==> src/rtl/pong_pkg.sv <==
// Shared playfield constants, state encoding and geometry helpers for the pong ball logic.
package pong_pkg;

   localparam int unsigned COORD_W = 10;
   localparam int unsigned SUM_W   = 11;

   localparam int unsigned FIELD_W_DEF    = 640;
   localparam int unsigned FIELD_H_DEF    = 480;
   localparam int unsigned BALL_SZ_DEF    = 8;
   localparam int unsigned PAD_H_DEF      = 64;
   localparam int unsigned PAD_L_FACE_DEF = 24;
   localparam int unsigned PAD_R_FACE_DEF = 616;

   typedef enum logic [1:0] {
      ST_IDLE  = 2'd0,
      ST_PLAY  = 2'd1,
      ST_SCORE = 2'd2
   } state_e;

   typedef enum logic {
      DX_LEFT  = 1'b0,
      DX_RIGHT = 1'b1
   } dir_x_e;

   typedef enum logic {
      DY_UP   = 1'b0,
      DY_DOWN = 1'b1
   } dir_y_e;

   // Top-left coordinate that centres the ball on one axis.
   function automatic logic [COORD_W-1:0] centre_of(input int unsigned field, input int unsigned ball);
      return COORD_W'((field - ball) / 2);
   endfunction

   localparam logic [COORD_W-1:0] CENTRE_X = centre_of(FIELD_W_DEF, BALL_SZ_DEF);
   localparam logic [COORD_W-1:0] CENTRE_Y = centre_of(FIELD_H_DEF, BALL_SZ_DEF);

   // Vertical overlap of ball and paddle, widened by one bit so the sums cannot wrap.
   function automatic logic pad_overlap(input logic [COORD_W-1:0] ball_y,
                                        input logic [COORD_W-1:0] pad_y,
                                        input int unsigned        ball_sz,
                                        input int unsigned        pad_h);
      logic [SUM_W-1:0] ball_bot;
      logic [SUM_W-1:0] pad_bot;
      ball_bot = SUM_W'(ball_y) + SUM_W'(ball_sz);
      pad_bot  = SUM_W'(pad_y) + SUM_W'(pad_h);
      return (ball_bot > SUM_W'(pad_y)) && (SUM_W'(ball_y) < pad_bot);
   endfunction

endpackage

==> src/rtl/tick_sync.sv <==
// Two-flop synchronizer plus rising-edge detector; emits a registered one-cycle tick.
module tick_sync
(
   input  logic clk,
   input  logic rst,
   input  logic async_in,
   output logic tick
);

   logic sync1_q, sync1_d;
   logic sync2_q, sync2_d;
   logic prev_q,  prev_d;
   logic tick_q,  tick_d;

   always_comb begin
      sync1_d = async_in;
      sync2_d = sync1_q;
      prev_d  = sync2_q;
      tick_d  = sync2_q & ~prev_q;
   end

   always_ff @(posedge clk) begin
      if (rst) begin
         sync1_q <= 1'b0;
         sync2_q <= 1'b0;
         prev_q  <= 1'b0;
         tick_q  <= 1'b0;
      end else begin
         sync1_q <= sync1_d;
         sync2_q <= sync2_d;
         prev_q  <= prev_d;
         tick_q  <= tick_d;
      end
   end

   assign tick = tick_q;

endmodule

==> src/rtl/ball_mover.sv <==
// Pong ball FSM and position datapath: serve, move on ball ticks, bounce off walls/paddles, score.
module ball_mover
   import pong_pkg::*;
#(
   parameter int unsigned FIELD_W    = FIELD_W_DEF,
   parameter int unsigned FIELD_H    = FIELD_H_DEF,
   parameter int unsigned BALL_SZ    = BALL_SZ_DEF,
   parameter int unsigned PAD_H      = PAD_H_DEF,
   parameter int unsigned PAD_L_FACE = PAD_L_FACE_DEF,
   parameter int unsigned PAD_R_FACE = PAD_R_FACE_DEF
)
(
   input  logic               clk,
   input  logic               rst,
   input  logic               clk_ball,
   input  logic               serve,
   input  logic [COORD_W-1:0] paddle_l_y,
   input  logic [COORD_W-1:0] paddle_r_y,
   output logic [COORD_W-1:0] ball_x,
   output logic [COORD_W-1:0] ball_y,
   output logic               in_play,
   output logic               score_l,
   output logic               score_r
);

   localparam logic [COORD_W-1:0] CX      = centre_of(FIELD_W, BALL_SZ);
   localparam logic [COORD_W-1:0] CY      = centre_of(FIELD_H, BALL_SZ);
   localparam logic [COORD_W-1:0] X_MAX   = COORD_W'(FIELD_W - BALL_SZ);
   localparam logic [COORD_W-1:0] Y_MAX   = COORD_W'(FIELD_H - BALL_SZ);
   localparam logic [COORD_W-1:0] X_PAD_L = COORD_W'(PAD_L_FACE);
   localparam logic [COORD_W-1:0] X_PAD_R = COORD_W'(PAD_R_FACE - BALL_SZ);
   localparam logic [COORD_W-1:0] ONE     = COORD_W'(1);

   state_e             state_q, state_d;
   logic [COORD_W-1:0] x_q, x_d;
   logic [COORD_W-1:0] y_q, y_d;
   dir_x_e             dir_x_q, dir_x_d;
   dir_y_e             dir_y_q, dir_y_d;
   logic               in_play_q, in_play_d;
   logic               score_l_q, score_l_d;
   logic               score_r_q, score_r_d;

   logic tick;
   logic hit_l, hit_r, lost_l, lost_r, bounce_y;

   tick_sync u_tick_sync (
      .clk      (clk),
      .rst      (rst),
      .async_in (clk_ball),
      .tick     (tick)
   );

   // Collision terms use the paddle inputs directly in the tick cycle.
   always_comb begin
      hit_l    = (dir_x_q == DX_LEFT) && (x_q == X_PAD_L) &&
                 pad_overlap(y_q, paddle_l_y, BALL_SZ, PAD_H);
      hit_r    = (dir_x_q == DX_RIGHT) && (x_q == X_PAD_R) &&
                 pad_overlap(y_q, paddle_r_y, BALL_SZ, PAD_H);
      lost_l   = (dir_x_q == DX_LEFT)  && (x_q == '0);
      lost_r   = (dir_x_q == DX_RIGHT) && (x_q == X_MAX);
      bounce_y = ((dir_y_q == DY_UP)   && (y_q == '0)) ||
                 ((dir_y_q == DY_DOWN) && (y_q == Y_MAX));
   end

   always_comb begin
      state_d   = state_q;
      x_d       = x_q;
      y_d       = y_q;
      dir_x_d   = dir_x_q;
      dir_y_d   = dir_y_q;
      score_l_d = 1'b0;
      score_r_d = 1'b0;

      case (state_q)
         ST_IDLE: begin
            if (serve) state_d = ST_PLAY;
         end
         ST_PLAY: begin
            if (tick) begin
               if (lost_l || lost_r) begin
                  state_d = ST_SCORE;
               end else begin
                  if (hit_l || hit_r)
                     dir_x_d = (dir_x_q == DX_LEFT) ? DX_RIGHT : DX_LEFT;
                  else if (dir_x_q == DX_RIGHT)
                     x_d = x_q + ONE;
                  else
                     x_d = x_q - ONE;

                  if (bounce_y)
                     dir_y_d = (dir_y_q == DY_UP) ? DY_DOWN : DY_UP;
                  else if (dir_y_q == DY_DOWN)
                     y_d = y_q + ONE;
                  else
                     y_d = y_q - ONE;
               end
            end
         end
         ST_SCORE: begin
            // dir_x still points at the wall the ball left through, i.e. at the conceding side.
            state_d = ST_IDLE;
            x_d     = CX;
            y_d     = CY;
            dir_y_d = DY_DOWN;
            if (dir_x_q == DX_RIGHT) score_l_d = 1'b1;
            else                     score_r_d = 1'b1;
         end
         default: state_d = ST_IDLE;
      endcase

      in_play_d = (state_d == ST_PLAY);
   end

   always_ff @(posedge clk) begin
      if (rst) begin
         state_q   <= ST_IDLE;
         x_q       <= CX;
         y_q       <= CY;
         dir_x_q   <= DX_RIGHT;
         dir_y_q   <= DY_DOWN;
         in_play_q <= 1'b0;
         score_l_q <= 1'b0;
         score_r_q <= 1'b0;
      end else begin
         state_q   <= state_d;
         x_q       <= x_d;
         y_q       <= y_d;
         dir_x_q   <= dir_x_d;
         dir_y_q   <= dir_y_d;
         in_play_q <= in_play_d;
         score_l_q <= score_l_d;
         score_r_q <= score_r_d;
      end
   end

   assign ball_x  = x_q;
   assign ball_y  = y_q;
   assign in_play = in_play_q;
   assign score_l = score_l_q;
   assign score_r = score_r_q;

endmodule
==> config.mk <==
export PLATFORM = sky130hd
export DESIGN_NAME = ball_mover
export DESIGN_NICKNAME = d
export VERILOG_FILES = /design/src/rtl/pong_pkg.sv /design/src/rtl/tick_sync.sv /design/src/rtl/ball_mover.sv
export SDC_FILE = /design/constraint.sdc
export NUM_CORES = 1
export LEC_CHECK = 0
export BUFFER_PORTS_ARGS = -buffer_cell sky130_fd_sc_hd__buf_2
export CORE_MARGIN = 3
export CORE_UTILIZATION = 45
export CTS_CLUSTER_DIAMETER = 80
export DETAILED_ROUTE_END_ITERATION = 16
export PLACE_DENSITY = 0.68
export SYNTH_ARGS = -nofsm -noshare
export SYNTH_HDL_FRONTEND = slang
export SYNTH_HIERARCHICAL = 1
export SYNTH_SLANG_ARGS = --single-unit
==> constraint.sdc <==
create_clock -name clk -period 3.04 [get_ports clk]
set_clock_uncertainty 0.05 [all_clocks]
set_input_delay 0.456 -clock clk [delete_from_list [all_inputs] [get_ports clk]]
set_output_delay 0.456 -clock clk [all_outputs]
set_load 0.05 [all_outputs]
# Word level (Yosys, flattened, before mapping)
# Cells that the tools add are included.
classes:
  n_addsub: 7
  magnitude_cmp: 4
  eq_ne: 12
  muxes: 21
  bitwise_logic: 6
  n_reduce_logical: 22
ops:
  columns: ["op", "count"]
  rows:
  - ["10-bit two-way mux", 8]
  - ["10-bit case mux with 2 select lines", 2]
  - ["10-bit by 7-bit adder with 11-bit output, second input constant", 2]
  - ["11-bit by 10-bit greater-than comparator with 1-bit output", 2]
  - ["10-bit by 11-bit less-than comparator with 1-bit output", 2]
  - ["10-bit by 1-bit adder with 10-bit output, second input constant", 2]
  - ["10-bit equality test, second input constant", 2]
  - ["10-bit zero test", 2]
  - ["10-bit by 1-bit subtractor with 10-bit output, second input constant", 2]
  - ["4-bit AND reduction", 4]
  - ["10-bit by 4-bit adder with 11-bit output, second input constant", 1]
  - ["10-bit by 5-bit equality test with 1-bit output, second input constant", 1]
  - ["10-bit by 9-bit equality test with 1-bit output, second input constant", 1]
  - ["1-bit logical AND", 10]
  - ["2-bit != test, second input constant", 4]
  - ["1-bit two-way mux", 6]
  - ["2-bit two-way mux", 3]
  - ["1-bit inverter", 5]
  - ["2-bit by 1-bit equality test with 1-bit output, second input constant", 2]
  - ["2-bit case mux with 2 select lines", 1]
  - ["1-bit logical OR", 3]
  - ["2-bit equality test, second input constant", 1]
  - ["2-bit zero test", 1]
  - ["2-bit by 1-bit != test with 1-bit output, second input constant", 1]
  - ["4 further kinds", 4]
word_totals:
  ff_bits: 31
  in_bits: 24
  out_inout_bits: 23

# Logic depth before layout (Yosys ltp)
# Gate-level depths: netlist of the first run.
logic_depth:
  depth_word: 9
  ltp_mapped: 12

# Modules after synthesis
# The synthesis of the first run kept the hierarchy.
modules_own_cells:
  columns: ["module", "instances", "cells_each", "area_per_inst_um2", "seq_area_each_um2"]
  rows:
  - ["ball_mover", 1, 365, 2919.0, 540.5]
  - ["tick_sync", 1, 8, 111.4, 80.1]

# Worst setup path before layout of the first run
# OpenSTA, ideal clock, no wires.
synth_path:
  path_type: "register to register"
  from: "register y_q[5], in the netlist ball_y[5]"
  to: "register x_q[9], in the netlist ball_x[9]"
  setup_ns: 0.064
  arrival_ns: 3.161
  path_slack_ns: -0.235
  stages_incl_launch_ff: 12
  n_path_buf: 0
  path_cell_list: "dfxtp_1 and3_1 nand3_1 xnor2_1 ha_1 a21o_1 a21oi_1 nor4b_1 o21ai_1 a31o_4 or4_1 nand3_1"
synth_between:
  elab_chain_cells: 7
  elab_cells_between_ends: 12
synth_rtl:
  columns: ["item", "line_no", "text"]
  rows:
  - ["start: declaration", "ball_mover.sv:36", "logic [COORD_W-1:0] y_q, y_d;"]
  - ["start signal: assignment", "ball_mover.sv:127", "y_q <= y_d;"]
  - ["10-bit by 4-bit adder with 11-bit output", "pong_pkg.sv:45", "ball_bot = SUM_W'(ball_y) + SUM_W'(ball_sz);"]
  - ["11-bit by 10-bit greater-than comparator with 1-bit output", "pong_pkg.sv:47", "return (ball_bot > SUM_W'(pad_y)) && (SUM_W'(ball_y) < pad_bot);"]
  - ["1-bit logical AND", "pong_pkg.sv:47", null]
  - ["1-bit logical AND (on tied branches)", "ball_mover.sv:55, ball_mover.sv:57", null]
  - ["1-bit logical OR (*)", "ball_mover.sv:83", "if (hit_l || hit_r)"]
  - ["2-bit != test (no source line) (*)", null, null]
  - ["4-bit AND reduction (no source line) (*)", null, null]
  - ["end signal: assignment", "ball_mover.sv:117", "x_q <= CX;"]
  - ["end signal: assignment", "ball_mover.sv:126", "x_q <= x_d;"]
  - ["end: declaration", "ball_mover.sv:35", "logic [COORD_W-1:0] x_q, x_d;"]
# Every way passes the cells marked *; elsewhere a longest branch is shown, timed or not.
# A chain may end at the register's enable or synchronous reset.

# Worst setup path in the final report of the first run
layout_path:
  from: "register y_q[4], in the netlist ball_y[4]"
  to: "register x_q[1], in the netlist ball_x[1]"
# The elaborated chain is that of the path after synthesis.

==> qor.yml, run 1 <==
worst_setup_path:
  worstPathArrival_ns: 3.04
  critical_path.reg2reg.endpoint: "ball_x[1]"
  worst_ep_required_time_ns: 3.17
  worstSetupPathType: "register to register"
  ff2ff_path_depth: 12
  cp_cell_sequence: "and3_1 > nand3_1 > xnor2_2 > ha_1 > nand4_1 > a211oi_1 > nor4b_2 > a2111oi_4 > a31o_4 > buf_4 > nor3_1 > o21a_1"
  critical_path.max_stage_delay_ns: 0.44
  worstSetupEndpointType: "register"
  path_buf_inv: 1
  worstReg2RegStart: "ball_y[4]"
  setup.reg_to_reg.worst_slack_ns: 0.13
  cp_slowest_cell: "a2111oi_4"
  critical-path-top-delay-family: "compound AO/OA/AOI/OAI gates"
  crit_path_start_kind: "register"
  critical_path_peak_fanout: 14
place:
  post-place-ws_ns: 0.0670
  detailed_placer_s_ending_hpwl_um: 6310
  place.detailed.instances: 501
  gp_congestion: 0.927
  port_buffers: 46
detailed_routing:
  firstDrtPassIters: 6
  detail-route-antenna-nets: 0
  drt_iter0_drc: 139
  post_detailed_routing_wire_length_um: 7740
  routedWlPerCell_um: 15.2
  drc_errors: 0
  viasPerCell: 5.69
  routed-via-count: 2898
yosys:
  synth_edf_count: 0
  synth_top_cells_by_count: "ha_1, inv_1, dfxtp_1"
  yosysMostFrequentCell: "ha_1"
  synth_ff_type: "dfxtp_1"
  synth_async_sr_flop_share: 0
  synth_area_leaders: "ha_1, dfxtp_1, inv_1"
  synth.net_count: 452
  yosys_warnings: 6
  synth_seq_area_share: 0.205
  synth_seq_cells: 31
  synthCells: 373
  post-synth-top-area-cell: "ha_1"
  post_synth_instance_area_um2: 3030
  yosys.area.top_type_share: 0.219
  synth.avg_cell_area_um2: 8.12
  synth_cell_type_count: 55
clock_tree:
  buffers_from_clock_root_to_sink_at_most: 2
  clk_pin_slew_ns: 0.07
  cts-htree-levels: 2
  numClockSinks: 31
  cts_tree: "built"
  cts_inserted_buffers: 5
  clock_tree.root_cell: "clkbuf_8"
  clkLatencyLatePin_ns: 0.29
layout:
  final_net_count: 510
  area_growth_pct: 17.1
  num_antenna_cells: 0
  drive_gt1_frac: 0.194
  finalNonFillerCells: 509
power:
  power_density_nw_per_um2: 271
  max-vdd-ir-drop_uv: 218
  cellLeakagePower_uw: 0.00162
  total_power_uw: 960
die:
  initial_core_utilization: 0.472
  dieArea_um2: 7750
  rows: 29
  die_height_um: 88.1
  core_area_um2: 6420
  die_x_um: 88.1
  num_io_pins: 47
sta:
  tightestPinTransition_ns: 0.592
  report.final.slew_viol_count: 0
  tns_ns: 0
  hold_viol_final: 0
  fin_ws_ns: 0.134
  timing.max_slew.rel_slack: 0.603
  final-setup-viol-count: 0
  grt_setup_unrepaired: "no"
  fmaxAchievable_mhz: 344
  min_period_ns: 2.91
  final.period_utilization: 0.956
min_path:
  worst_hold_path.num_cells: 2
  timing.hold.worst_endpoint: "u_tick_sync/sync1_q"
  min-delay-start: "clk_ball"
  worstHoldPathType: "input port to register"
global_route:
  antenna_found_initial: 0
  grt_util_all_layers: 0.213
  grt_pass1_vias: 2794
  grt_start_max_net_pins: 20
  grt_pass1_wl_um: 13100
  grt_overflow: 0
run:
  max_cap_violations: 0
run_status:
  run_status: "completed"
==> metal layers <==
layer  track usage  vias to the layer above  share of wire
met5             0                        -              0
met4        0.0495                        0          0.013
met3        0.0357                        9          0.047
met2         0.338                       65           0.45
met1         0.304                     1327           0.49
li1              -                     1497              -
==> final cells by class <==
type                       count  area, um^2
sequential                    31         629
clock inverter                 3        43.8
multi-input combinational    302        2270
inverter                      35         131
clock buffer                   5        68.8
tap                           77        96.3
timing repair buffer          56         305
fill                         606        2870
==> what timing repair did <==
item | 4_1_cts | 5_1_grt
hold buffers | 0 | 0
resized for setup | 0 | 5
buffers inserted | 0 | 0
endpoints found under the setup margin | 0 | 11
==> cells in the final DEF (no fill, tap or decap), types with 3 or more instances in the layout <==
cell type,count
xnor2_1,13
dfxtp_2,4
a211oi_1,3
nor3_1,18
dfxtp_1,26
nand3b_1,3
o211ai_1,6
nand3_1,24
a21oi_1,23
clkbuf_8,5
xor2_1,6
buf_2,46
nand4_1,7
o21ai_0,16
nor2_1,26
nor4_1,4
nor2b_1,7
o311ai_0,3
inv_1,35
o21a_1,11
ha_1,53
a21o_1,8
nand2_1,19
o21ai_1,3
and3_1,5
a31oi_1,3
buf_4,10
==> power breakdown <==
part	internal [uW]	leakage, uW	total, uW	switching (uW)
Combinational	56.8	0.00131	136	79.3
Clock	244	0.0000581	410	166
Sequential	410	0.000250	415	4.44
Total	711	0.00162	960	249
==> logic make-up after synthesis <==
family,count (synthesis),share of synthesized area
AOI/OAI and AO/OA,96,0.220
xor gates and xnor gates,20,0.0578
adders and majority gates,55,0.232
buffers and inverters,40,0.0508
DFF,31,0.205
muxes,1,0.00330
and+or+nand+nor,130,0.232
==> metrics by stage <==
| step | util | instance area [um^2] | hold slack (ns) |
|---|---|---|---|
| detailed placement | 0.532 | 3420 | 0.349 |
| global placement | 0.532 | 3420 | 0.344 |
| finish | 0.553 | 3550 | 0.328 |
| global route | 0.553 | 3550 | 0.349 |
| CTS | 0.549 | 3530 | 0.321 |
| floorplan | - | 3040 | 0.337 |
==> how the worst max path moves through the flow <==
stage              start         to  slack [ns]  depth (start not counted)
2_1_floorplan  ball_y[8]  ball_x[9]        0.01                         10
3_3_place_gp   ball_y[4]  ball_x[9]        0.17                         11
3_5_place_dp   ball_y[4]  ball_x[9]        0.07                         11
4_1_cts        ball_y[4]  ball_x[9]        0.05                         11
5_1_grt        ball_y[4]    dir_x_q       0.002                         11
6_report       ball_y[4]  ball_x[1]        0.13                         12
Power figures use the tool's default switching activity.
==> run 2: changes to the inputs <==
--- a/config.mk
+++ b/config.mk
@@ -10,7 +10,7 @@
 export CORE_UTILIZATION = 45
 export CTS_CLUSTER_DIAMETER = 80
 export DETAILED_ROUTE_END_ITERATION = 16
-export PLACE_DENSITY = 0.68
+export PLACE_DENSITY = 0.66
 export SYNTH_ARGS = -nofsm -noshare
 export SYNTH_HDL_FRONTEND = slang
 export SYNTH_HIERARCHICAL = 1
==> constraint.sdc (replaced) <==
create_clock -name clk -period 3.2 [get_ports clk]
set_clock_uncertainty 0.05 [all_clocks]
set_input_delay 0.48 -clock clk [delete_from_list [all_inputs] [get_ports clk]]
set_output_delay 0.48 -clock clk [all_outputs]
set_load 0.05 [all_outputs]
==> qor.yml, run 2 (synthesized netlist as in run 1, its figures left out) <==
layout:
  area_of_the_multi_input_gates_um2: 2270  # about the same
  mostFrequentLayoutCell: "ha_1"  # unchanged
  area_used_by_sequential_logic_in_the_layout_um2: 624  # was 629 um^2
  drive_gt1_frac: 0.186  # was 0.194
  final_cell_mix: "ha_1, buf_2, inv_1"  # unchanged
  num_antenna_cells: 0  # unchanged
  util_after_layout: 0.551  # was 0.553
  fillCellCount: 625  # was 606
  area_growth_pct: 16.7  # was 17.1%
  final_net_count: 509  # was 510
worst_setup_path:
  cp_cell_sequence: "buf_4 > ha_1 > nand3_1 > xnor2_1 > ha_1 > nand3_1 > nor3_1 > a21o_1 > o21ai_1 > a31o_4 > or4_1 > nand3_1"  # was and3_1 > nand3_1 > xnor2_2 > ha_1 > nand4_1 > a211oi_1 > nor4b_2 > a2111oi_4 > a31o_4 > buf_4 > nor3_1 > o21a_1
  ff2ff_path_depth: 12  # unchanged
  worstReg2RegStart: "ball_y[4]"  # unchanged
  critical_path_peak_fanout: 15  # was 14
  worst_ep_required_time_ns: 3.37  # was 3.17 ns
  worstSetupEndpointType: "register"  # unchanged
  crit_path_start_kind: "register"  # unchanged
  worstPathArrival_ns: 3.21  # was 3.04 ns
  critical_path.reg2reg.endpoint: "ball_x[9]"  # was ball_x[1]
  setup.reg_to_reg.worst_slack_ns: 0.16  # was 0.13 ns
  cp_slowest_cell: "or4_1"  # was a2111oi_4
  most_used_cell_along_the_critical_path: "nand3_1"
  critical_path.max_stage_delay_ns: 0.52  # was 0.44 ns
  worstSetupPathType: "register to register"  # unchanged
sta:
  final.period_utilization: 0.951  # was 0.956
  hold_viol_final: 0  # unchanged
  tightestPinTransition_ns: 0.574  # was 0.592 ns
  fmaxAchievable_mhz: 329  # was 344 MHz
  report.final.slew_viol_count: 0  # unchanged
  grt_setup_unrepaired: "no"  # unchanged
  tns_ns: 0  # unchanged
  min_period_ns: 3.04  # was 2.91 ns
  timing.max_slew.rel_slack: 0.607  # was 0.603
  final-setup-viol-count: 0  # unchanged
clock_tree:
  cts_inserted_buffers: 5  # unchanged
  cts_tree: "built"  # unchanged
  clkLatencyLatePin_ns: 0.28  # was 0.29 ns
  cts-htree-levels: 2  # unchanged
  clock_tree.root_cell: "clkbuf_8"  # unchanged
  clk_pin_slew_ns: 0.07  # about the same
  buffers_from_clock_root_to_sink_at_most: 2  # unchanged
  numClockSinks: 31  # unchanged
detailed_routing:
  post_detailed_routing_wire_length_um: 7600  # was 7740 um
  routedWlPerCell_um: 15.0  # was 15.2 um
  viasPerCell: 5.65  # was 5.69
  drc_errors: 0  # unchanged
  firstDrtPassIters: 4  # was 6
  drt_iter0_drc: 111  # was 139
  routed-via-count: 2871  # was 2898
  detail-route-antenna-nets: 0  # unchanged
global_route:
  grt_pass1_vias: 2659  # was 2794
  grt_start_max_net_pins: 20  # unchanged
  grt_overflow: 0  # unchanged
  grt_pass1_wl_um: 12700  # was 13100 um
  grt_util_all_layers: 0.204  # was 0.213
  antenna_found_initial: 0  # unchanged
power:
  power.share.combinational: 0.137  # was 0.142
  clock_power_share: 0.433  # was 0.426
  cellLeakagePower_uw: 0.00162  # about the same
  total_power_uw: 920  # was 960 uW
  max-vdd-ir-drop_uv: 182  # was 218 uV
  power.net_switching_uw: 224  # was 249 uW
  seqPwrFrac: 0.429  # was 0.432
  switching_share: 0.244  # was 0.260
  internal_cell_power_uw: 696  # was 711 uW
  power_density_nw_per_um2: 260  # was 271 nW/um^2
die:
  die_height_um: 88.1  # unchanged
  num_io_pins: 47  # unchanged
  dieArea_um2: 7750  # unchanged
  die_x_um: 88.1  # unchanged
  core_area_um2: 6420  # unchanged
  initial_core_utilization: 0.472  # unchanged
  rows: 29  # unchanged
run:
  max_cap_violations: 0  # unchanged
min_path:
  worstHoldPathType: "register to register"  # was input port to register
  min-delay-start: "u_tick_sync/prev_q"  # was clk_ball
  worst_hold_path.num_cells: 1  # was 2
  timing.hold.worst_endpoint: "u_tick_sync/tick"  # was u_tick_sync/sync1_q
place:
  port_buffers: 46  # unchanged
  detailed_placer_s_ending_hpwl_um: 6240  # was 6310 um
  gp_congestion: 0.876  # was 0.927
run_status:
  run_status: "completed"  # unchanged
run 2: changes by cell type in the layout (fill, tap and decap cells not counted), sizes merged:
cell / change
buf: -1
clkbuf: +1
clkinv: -1
run 2: cell type report:
class,instances,area share
clock buffers,6,0.0233
clock inverters,2,0.00990
inverters,35,0.0371
multi-input cells,302,0.642
flip-flops and latches,31,0.177
well taps,77,0.0272
repair buffers,55,0.0842
run 2: power groups by stage:
stage	combinational (uW)	sequential, uW	clock, uW
after floorplan	76.2	411	0
after global placement	124	404	0
after detailed placement	126	404	0
after CTS	126	395	406
after global routing	143	395	427
final	127	395	399
run 2: per-layer routing:
metal,global-route usage,vias up,share of wire
li1,-,1493,-
met1,0.294,1313,0.50
met2,0.321,61,0.45
met3,0.0273,4,0.041
met4,0.0522,0,0.0072
met5,0,-,0
run 2: timing repair:
item / 4_1_cts / 5_1_grt
setup endpoints to repair: 0 / 5
setup buffers: 0 / 0
resized for setup: 0 / 2
hold buffers: 0 / 0
run 2: how the worst max path moves through the flow:
stage | from | endpoint | depth (start not counted)
floorplan | ball_y[6] | ball_x[9] | 10
global placement | ball_y[4] | ball_x[9] | 12
detailed placement | ball_y[3] | ball_x[9] | 11
CTS | ball_y[3] | ball_x[9] | 11
global route | ball_y[3] | ball_x[9] | 11
finish | ball_y[4] | ball_x[9] | 12
run 2: critical path: cells and delay by family (launching register included):
| kind | cells | cell delay, ns |
|---|---|---|
| xor gates and xnor gates | 1 | 0.18 |
| DFF | 1 | 0.33 |
| AOI/OAI and AO/OA | 3 | 0.55 |
| adders and majority gates | 2 | 0.57 |
| buffers and inverters | 1 | 0.15 |
| and+or+nand+nor | 5 | 1.16 |
run 2: metrics by stage:
stage | setup slack (ns) | hold slack (ns) | cell area, um^2 | cells
3_5_place_dp | 0.126 | 0.349 | 3410 | 500
2_1_floorplan | 0.126 | 0.337 | 3030 | 373
5_1_grt | 0.00977 | 0.376 | 3540 | 508
4_1_cts | 0.104 | 0.358 | 3520 | 508
6_report | 0.158 | 0.355 | 3540 | 508
3_3_place_gp | 0.183 | 0.344 | 3410 | 500
==> run 3: changes to the inputs <==
--- a/config.mk
+++ b/config.mk
@@ -6,7 +6,7 @@
 export NUM_CORES = 1
 export LEC_CHECK = 0
 export BUFFER_PORTS_ARGS = -buffer_cell sky130_fd_sc_hd__buf_2
-export CORE_MARGIN = 3
+export CORE_MARGIN = 4
 export CORE_UTILIZATION = 45
 export CTS_CLUSTER_DIAMETER = 80
 export DETAILED_ROUTE_END_ITERATION = 16
==> qor.yml, run 3 (synthesized netlist as in run 1, its figures left out) <==
die:
  num_io_pins: 47  # unchanged
  die_x_um: 90.1  # was 88.1 um
  core_area_um2: 6460  # was 6420 um^2
  initial_core_utilization: 0.469  # was 0.472
  rows: 29  # unchanged
  die_height_um: 90.1  # was 88.1 um
  dieArea_um2: 8110  # was 7750 um^2
sta:
  final.period_utilization: 0.935  # was 0.951
  min_period_ns: 2.99  # was 3.04 ns
  final-setup-viol-count: 0  # unchanged
  fmaxAchievable_mhz: 334  # was 329 MHz
  tightestPinTransition_ns: 0.628  # was 0.574 ns
  timing.max_slew.rel_slack: 0.579  # was 0.607
  hold_viol_final: 0  # unchanged
  tns_ns: 0  # unchanged
  report.final.slew_viol_count: 0  # unchanged
  grt_setup_unrepaired: "no"  # unchanged
power:
  cellLeakagePower_uw: 0.00161  # was 0.00162 uW
  max-vdd-ir-drop_uv: 234  # was 182 uV
  total_power_uw: 828  # was 920 uW
  power_density_nw_per_um2: 235  # was 260 nW/um^2
worst_setup_path:
  critical_path_peak_fanout: 15  # unchanged
  most_used_cell_along_the_critical_path: "nand3_1"  # unchanged
  path_buf_inv: 0  # was 1
  critical_path.max_stage_delay_ns: 0.51  # was 0.52 ns
  cp_slowest_cell: "or4_1"  # unchanged
  worst_ep_required_time_ns: 3.38  # was 3.37 ns
  cp_cell_sequence: "and3_1 > nand3_1 > xnor2_2 > ha_1 > a21o_1 > a21oi_1 > nor4b_1 > o21ai_1 > a31o_4 > or4_1 > nand3_1"  # was buf_4 > ha_1 > nand3_1 > xnor2_1 > ha_1 > nand3_1 > nor3_1 > a21o_1 > o21ai_1 > a31o_4 > or4_1 > nand3_1
  crit_path_start_kind: "register"  # unchanged
  setup.reg_to_reg.worst_slack_ns: 0.21  # was 0.16 ns
  worstSetupEndpointType: "register"  # unchanged
  worstSetupPathType: "register to register"  # unchanged
  critical-path-top-delay-family: "simple AND/OR/NAND/NOR gates"  # unchanged
  worstPathArrival_ns: 3.17  # was 3.21 ns
layout:
  area_growth_pct: 16.3  # was 16.7%
  mostFrequentLayoutCell: "ha_1"  # unchanged
  final_net_count: 511  # was 509
  drive_gt1_frac: 0.189  # was 0.186
  num_antenna_cells: 0  # unchanged
  final_cell_mix: "ha_1, buf_2, inv_1"  # unchanged
detailed_routing:
  routedWlPerCell_um: 15.4  # was 15.0 um
  drt_iter0_drc: 109  # was 111
  drc_errors: 0  # unchanged
  routed-via-count: 2921  # was 2871
  post_detailed_routing_wire_length_um: 7840  # was 7600 um
  viasPerCell: 5.73  # was 5.65
  detail-route-antenna-nets: 0  # unchanged
  firstDrtPassIters: 4  # unchanged
clock_tree:
  clock_tree.root_cell: "clkbuf_8"  # unchanged
  clkLatencyLatePin_ns: 0.28  # about the same
  cts-htree-levels: 2  # unchanged
  cts_tree: "built"  # unchanged
  cts_inserted_buffers: 5  # unchanged
  buffers_from_clock_root_to_sink_at_most: 2  # unchanged
  numClockSinks: 31  # unchanged
  clk_pin_slew_ns: 0.07  # about the same
global_route:
  grt_util_all_layers: 0.193  # was 0.204
  grt_pass1_wl_um: 13200  # was 12700 um
  grt_overflow: 0  # unchanged
  grt_pass1_vias: 2800  # was 2659
  antenna_found_initial: 0  # unchanged
  grt_start_max_net_pins: 20  # unchanged
place:
  gp_congestion: 0.967  # was 0.876
  port_buffers: 46  # unchanged
  detailed_placer_s_ending_hpwl_um: 6380  # was 6240 um
min_path:
  worstHoldPathType: "input port to register"  # was register to register
run_status:
  run_status: "completed"  # unchanged
run:
  max_cap_violations: 0  # unchanged
-- run 3: cell types whose count changed in the layout (fill, tap and decap cells not counted), sizes merged --
cell / previous run / this run
buf: 55 / 57
bufinv: 1 / 0
clkinvlp: 0 / 2
clkbuf: 6 / 5
-- run 3: final cells by class --
class | instances | area (um^2)
tap | 77 | 96.3
clock buffer | 5 | 68.8
multi-input combinational | 302 | 2270
sequential | 31 | 624
timing repair buffer | 57 | 313
inverter | 35 | 131
clock inverter | 3 | 20.0
fill | 626 | 2930
-- run 3: layer usage --
metal  global-route usage  routed length (um)
met1                0.257                3870
met3               0.0334                 276
met5                    0                   0
met2                0.322                3570
met4               0.0485                 126
-- run 3: worst reg2reg max path, delay by kind of cell, from the launching register on --
kind | cells | cell delay, ns
adders and majority gates | 1 | 0.27
AOI/OAI and AO/OA | 4 | 0.84
DFF | 1 | 0.32
and+or+nand+nor | 5 | 1.23
xor gates and xnor gates | 1 | 0.21
-- run 3: through the flow --
step	cell area (um^2)	hold slack, ns	cells	util	worst slack (ns)
3_3_place_gp	3420	0.344	502	0.530	0.267
3_5_place_dp	3420	0.348	502	0.530	0.191
6_report	3520	0.350	510	0.546	0.210
2_1_floorplan	3030	0.337	373	-	0.126
5_1_grt	3520	0.380	510	0.546	0.0126
4_1_cts	3510	0.343	510	0.543	0.168
-- run 3: final timing paths --
check / startpoint / to / cells past startpoint
min reg2reg: u_tick_sync/prev_q / u_tick_sync/tick / 1
min: clk_ball / u_tick_sync/sync1_q / 2
max reg2reg: ball_y[5] / ball_x[9] / 11
max: ball_y[5] / ball_x[9] / 11
-- run 3: timing repair --
item                                    in CTS  in global routing
hold buffers                                 0                  0
setup buffers                                0                  0
endpoints found under the hold margin        0                  0
endpoints found under the setup margin       0                  1
gates resized for setup                      0                  2
-- run 3: report_power, final --
part	switching [uW]	leakage, uW	internal, uW
Sequential	4.20	0.000251	391
Clock	154	0.0000402	151
Combinational	74.4	0.00132	52.9
Total	233	0.00161	595
